File: src/rtl/mitchell_pkg.sv
// Shared widths, constants and pipeline stage payloads for the Mitchell
// logarithmic divider.
package mitchell_pkg;

    localparam int OP_W      = 8;                    // operand magnitude width
    localparam int FRAC_W    = 7;                    // log fraction width
    localparam int EXP_W     = 3;                    // leading-one index width
    localparam int Q_W       = 16;                   // Q8.8 quotient width
    localparam int LOG_W     = EXP_W + FRAC_W + 1;   // signed log difference
    localparam int DBZ_CNT_W = 8;

    localparam logic [Q_W-1:0]       Q_SAT       = 16'hFFFF;
    localparam logic [DBZ_CNT_W-1:0] DBZ_CNT_MAX = '1;

    typedef struct packed {
        logic [EXP_W-1:0]  k;
        logic [FRAC_W-1:0] f;
    } log_t;

    typedef struct packed {
        logic valid;
        logic sign;
        logic x_zero;
        logic y_zero;
        log_t x_log;
        log_t y_log;
    } s1_t;

    typedef struct packed {
        logic             valid;
        logic             sign;
        logic             x_zero;
        logic             y_zero;
        logic [LOG_W-1:0] diff;
    } s2_t;

endpackage

File: src/rtl/mitchell_log_enc.sv
// Mitchell log encoder: leading-one index k plus the bits below it,
// left-aligned into a FRAC_W-bit fraction.
module mitchell_log_enc
    import mitchell_pkg::*;
(
    input  logic [OP_W-1:0] mag,
    output log_t            log_val,
    output logic            zero
);

    logic [EXP_W-1:0] lead;
    logic [OP_W-1:0]  norm;

    always_comb begin
        // NOTE: every variable gets a default before the loop/branches so no
        // path leaves one unassigned and no latch is inferred.
        lead = '0;
        for (int i = 0; i < OP_W; i++) begin
            if (mag[i]) lead = EXP_W'(i);
        end
        norm        = mag << (EXP_W'(OP_W - 1) - lead);
        log_val.k   = lead;
        log_val.f   = norm[FRAC_W-1:0];
        zero        = (mag == '0);
    end

endmodule

File: src/rtl/mitchell_div.sv
// Three-stage Mitchell approximate divider (encode, subtract, antilog) with a
// valid/ready handshake and a saturating divide-by-zero counter.
module mitchell_div
    import mitchell_pkg::*;
(
    input  logic                 clk_i,
    input  logic                 rst_i,
    input  logic                 in_valid_i,
    output logic                 in_ready_o,
    input  logic [OP_W:0]        x_i,
    input  logic [OP_W:0]        y_i,
    output logic                 out_valid_o,
    input  logic                 out_ready_i,
    output logic [Q_W-1:0]       q_o,
    output logic                 sign_o,
    output logic                 dbz_o,
    output logic [DBZ_CNT_W-1:0] dbz_count_o
);

    logic adv;
    log_t x_log, y_log;
    logic x_zero, y_zero;
    s1_t  s1_q;
    s2_t  s2_q;

    // The whole pipe moves as one; a stalled output freezes every stage.
    assign adv        = ~out_valid_o | out_ready_i;
    assign in_ready_o = adv;

    mitchell_log_enc u_enc_x (
        .mag     (x_i[OP_W-1:0]),
        .log_val (x_log),
        .zero    (x_zero)
    );

    mitchell_log_enc u_enc_y (
        .mag     (y_i[OP_W-1:0]),
        .log_val (y_log),
        .zero    (y_zero)
    );

    always_ff @(posedge clk_i or posedge rst_i) begin
        // NOTE: non-blocking assignments so each stage captures its
        // predecessor's pre-edge value regardless of block ordering.
        if (rst_i) begin
            s1_q <= '0;
        end else if (adv) begin
            s1_q.valid  <= in_valid_i;
            s1_q.sign   <= x_i[OP_W] ^ y_i[OP_W];
            s1_q.x_zero <= x_zero;
            s1_q.y_zero <= y_zero;
            s1_q.x_log  <= x_log;
            s1_q.y_log  <= y_log;
        end
    end

    always_ff @(posedge clk_i or posedge rst_i) begin
        if (rst_i) begin
            s2_q <= '0;
        end else if (adv) begin
            s2_q.valid  <= s1_q.valid;
            s2_q.sign   <= s1_q.sign;
            s2_q.x_zero <= s1_q.x_zero;
            s2_q.y_zero <= s1_q.y_zero;
            s2_q.diff   <= {1'b0, s1_q.x_log} - {1'b0, s1_q.y_log};
        end
    end

    logic signed [EXP_W:0]   e;
    logic signed [EXP_W+1:0] sh;
    logic [FRAC_W:0]         m;
    logic [Q_W-1:0]          mag_q;
    logic [Q_W-1:0]          q_next;
    logic                    sign_next;
    logic                    dbz_next;

    // Antilog: 2^e * 1.F scaled to Q8.8, i.e. {1,F} shifted by e+1.
    always_comb begin
        e  = s2_q.diff[LOG_W-1:FRAC_W];
        m  = {1'b1, s2_q.diff[FRAC_W-1:0]};
        sh = $signed({e[EXP_W], e}) + 5'sd1;
        if (!sh[EXP_W+1]) mag_q = Q_W'(m) << sh[EXP_W:0];
        else              mag_q = Q_W'(m) >> (-sh);

        q_next    = mag_q;
        sign_next = s2_q.sign;
        dbz_next  = 1'b0;
        if (s2_q.y_zero) begin
            q_next   = Q_SAT;
            dbz_next = 1'b1;
        end else if (s2_q.x_zero) begin
            q_next    = '0;
            sign_next = 1'b0;
        end
    end

    always_ff @(posedge clk_i or posedge rst_i) begin
        if (rst_i) begin
            out_valid_o <= 1'b0;
            q_o         <= '0;
            sign_o      <= 1'b0;
            dbz_o       <= 1'b0;
        end else if (adv) begin
            out_valid_o <= s2_q.valid;
            q_o         <= q_next;
            sign_o      <= sign_next;
            dbz_o       <= dbz_next;
        end
    end

    always_ff @(posedge clk_i or posedge rst_i) begin
        if (rst_i) begin
            dbz_count_o <= '0;
        end else if (out_valid_o && out_ready_i && dbz_o && dbz_count_o != DBZ_CNT_MAX) begin
            dbz_count_o <= dbz_count_o + 1'b1;
        end
    end

endmodule
File: config.mk
export PLATFORM = sky130hd
export DESIGN_NAME = mitchell_div
export DESIGN_NICKNAME = d
export VERILOG_FILES = /design/src/rtl/mitchell_pkg.sv /design/src/rtl/mitchell_log_enc.sv /design/src/rtl/mitchell_div.sv
export SDC_FILE = /design/constraint.sdc
export NUM_CORES = 1
export LEC_CHECK = 0
export ABC_CLOCK_PERIOD_IN_PS = 3000
export CORE_ASPECT_RATIO = 0.7
export CORE_MARGIN = 3
export CORE_UTILIZATION = 57
export CTS_CLUSTER_SIZE = 25
export DETAILED_ROUTE_END_ITERATION = 6
export GPL_TIMING_DRIVEN = 0
export PLACE_DENSITY = 0.78
export SYNTH_ARGS = -nofsm -noshare
export SYNTH_HDL_FRONTEND = slang
export SYNTH_SLANG_ARGS = --single-unit
File: constraint.sdc
create_clock -name clk_i -period 3 [get_ports clk_i]
set_input_delay 0.9 -clock clk_i [delete_from_list [all_inputs] [get_ports clk_i]]
set_output_delay 0.9 -clock clk_i [all_outputs]
set_load 0.005 [all_outputs]
==> results.ini <==
[drt]
vias = 4292
wl_per_cell_um = 19.78
antenna_left = 0
drc = 0
drt_wl_total_mm = 13.20
vias_per_cell = 6.435
drt-pass1-iter-count = 5
drt_iter0_drc = 612

[pwr]
finalPower_mw = 5.926
vdd.ir_drop.worst_mv = 0.8776
p_leak_nw = 2.243
powerDensity_nw_per_um2 = 1133

[sta]
hold_viol = 0
fin_crit_sh_pct = 96.34
drv_slew = 0
clock_skew_ns = 0.01090
fin_setup_tns_ns = 0
fmax_mhz = 346.0
min_period_ns = 2.890
slew_headroom_pct = 37.71
worst_pin_slew_ns = 0.9277
setup_viol = 0

[setup_path]
critPathTopFamily = compound AO/OA/AOI/OAI gates
slowest_stage = dfrtp_1
crit_buf_inv = 3
crit_type = register to register
rrSetupSlack_ns = 0.11
max_stage_delay_ns = 0.43
crit_fanout = 10
rr_worst_depth = 10
r2r-end = q_o[14]$_DFFE_PP0P_
path_common_cell = clkbuf_4
cp.arrival_ns = 3.13
cp-end-kind = register
startpoint_type = register
reg2reg_from = e[0]$_DFFE_PP0P_
cp.required_ns = 3.24
path_cells = clkbuf_4 -> inv_1 -> ha_2 -> clkbuf_4 -> mux2_2 -> a21oi_2 -> nand2_1 -> o21ai_0 -> nor2_1 -> o32a_1

[clocking]
cts_sinks = 66
insertion_delay_ns = 0.36
cts.path.max_buffers = 2
clock-root-buffer = clkbuf_8
cts_max_level = 3
tritoncts = done
cts_hold_buffers = 0
clk_pin_slew_ns = 0.08
numCtsBuffers = 9

[place]
gp_congestion = 1.005
place_inst = 650
portBuffers = 47
dpl.hpwl_mm = 9.688

[global_route]
grt_pass1_wl_mm = 20.99
grt_max_degree = 37
antenna_found_initial = 0
grt_pass1_vias = 3906
overflow = 0
grt_util_all_layers_pct = 32.00

[yosys]
synthCells = 508
synth.most_common_cell = dfrtp_1
yosys.area.top_type = dfrtp_1
syn-num-nets = 545
synth_top_area_share_pct = 38.44
synthFlopType = dfrtp_1
yosysSeqAreaShare_pct = 38.44
synth_edf_count = 0
ys_warn_count = 0
synth_commonest_cells = dfrtp_1 (66), nand2_1 (59), nor2_1 (50)
synth_cell_type_count = 66
syn_area_per_cell_um2 = 8.458
synth_area_leaders = dfrtp_1 (38%), nand2_1 (5.2%), a21oi_1 (4.4%), nor2_1 (4.4%), ha_1 (4.1%)
syn-cell-area_um2 = 4297
synth-seq-cells = 66
synthArstFlopShare_pct = 100.0

[run]
cap_violations = 0

[cells_and_area]
antenna_cells = 0
syn_to_final_growth_pct = 21.78
fin_cells = 667
fill_cells = 551
nets = 606
drive_gt1_share_pct = 8.202

[floorplan]
design.core.area_um2 = 7038
initial_utilization_pct = 61.05
ioPinCount = 50
die_w_um = 109.8
fp.dieH_um = 78.64
rows = 25
dieArea_um2 = 8632

[min_path]
worstHoldEndpoint = s2_q[14]$_DFFE_PP0P_
hold_class = register to register
min_from = s2_q[14]$_DFFE_PP0P_
hold_depth = 2

[status]
status = completed

-- how the worst max path moves through the flow --
stage,to,from,depth (start not counted)
after floorplan,in_ready_o,out_ready_i,5
after global placement,in_ready_o,out_ready_i,7
after detailed placement,in_ready_o,out_ready_i,7
after CTS,q_o[7]$_DFFE_PP0P_,e[0]$_DFFE_PP0P_,10
after global routing,q_o[10]$_DFFE_PP0P_,e[0]$_DFFE_PP0P_,10
final,q_o[14]$_DFFE_PP0P_,e[0]$_DFFE_PP0P_,10
-- cell type report --
type                       instances  area, µm²  share of cell area [%]
multi-input combinational        390       2472                   47.25
sequential                        66       1652                   31.56
timing repair buffer              52      521.8                   9.971
clock buffer                      10      137.6                   2.630
buffer                            24      127.6                   2.439
tap                               94      117.6                   2.248
clock inverter                     5      102.6                   1.961
inverter                          26      101.3                   1.937
-- tightest hold or removal path: stages (launching register included) --
cell and delay [ns]:
dfrtp_1 0.34, nand2_1 0.05, nand2_1 0.05
-- where the power goes --
group | switching [mW] | total [mW] | leakage (nW) | internal (mW)
clock network | 0.353 | 0.921 | 0.118 | 0.568
logic | 2.20 | 3.62 | 1.31 | 1.42
registers | 0.226 | 1.39 | 0.813 | 1.16
-- logic make-up (layout without fill, tap and decap cells) --
group | after synthesis | after routing | synth area share [%]
flops | 66 | 66 | 38.44
mux | 15 | 15 | 3.611
xor+xnor | 18 | 18 | 3.844
fa+ha+maj | 15 | 15 | 4.543
buf+inv | 52 | 117 | 4.805
compound gates | 153 | 153 | 24.02
simple gates | 189 | 189 | 20.73
-- state kept, by name, indices dropped and copies added (netlist names) --
| signal | cells |
|---|---|
| dbz_o | 1 |
| dbz_count_o | 8 |
| sign_o | 1 |
| s2_q | 4 |
| q_o | 16 |
| e | 4 |
| s1_q | 24 |
| out_valid_o | 1 |
| m | 7 |
-- cells in the final DEF, fill, tap and decap left out, types with 3 or more instances in the layout --
master	netlist	layout
a211oi_1	8	8
dfrtp_1	66	66
a31oi_1	5	5
nor2_1	50	50
bufinv_16	0	3
o31a_1	6	6
inv_1	26	24
a22o_1	3	3
buf_1	6	5
clkbuf_8	0	10
o22ai_1	9	9
nor4_1	3	3
a21oi_1	38	37
buf_4	1	5
nor2b_1	6	5
nor3_1	17	17
o21a_1	7	7
or3_1	3	3
clkdlybuf4s50_1	0	45
o211ai_1	7	7
a21o_1	3	3
nand3_1	20	20
buf_2	6	4
nand2_1	59	59
clkbuf_1	13	11
nand4_1	3	3
o2111ai_1	3	3
o21ai_0	25	25
nand2b_1	9	9
ha_1	14	13
mux2i_1	11	10
o31ai_1	9	9
o221ai_1	5	5
xnor2_1	15	14
mux2_2	4	4
-- routing by layer --
| metal | wire [µm] | global-route usage [%] | up-vias |
|---|---|---|---|
| met1 | 6002 | 48.87 | 2030 |
| met5 | 0 | 0 | - |
| li1 | - | - | 1979 |
| met4 | 144 | 7.472 | 0 |
| met3 | 1583 | 11.09 | 22 |
| met2 | 5464 | 42.87 | 261 |
-- stage by stage --
stage	util, %	hold slack, ns	worst slack [ns]	cell area, µm²
floorplan	-	0.4300	0.2066	4297
CTS	73.76	0.4715	0.0008866	5191
global route	74.35	0.4855	-0.004786	5233
global placement	69.40	0.4445	-1.579	4885
finish	74.35	0.4673	0.1099	5233
detailed placement	69.69	0.4510	-1.551	4905
-- repair_timing --
| item | in CTS | in global routing |
|---|---|---|
| hold endpoints to repair | 0 | 0 |
| buffers inserted | 3 | 1 |
| resized for setup | 8 | 8 |
| endpoints found under the setup margin | 2 | 9 |
No activity file was read; power rests on OpenSTA's default activity.
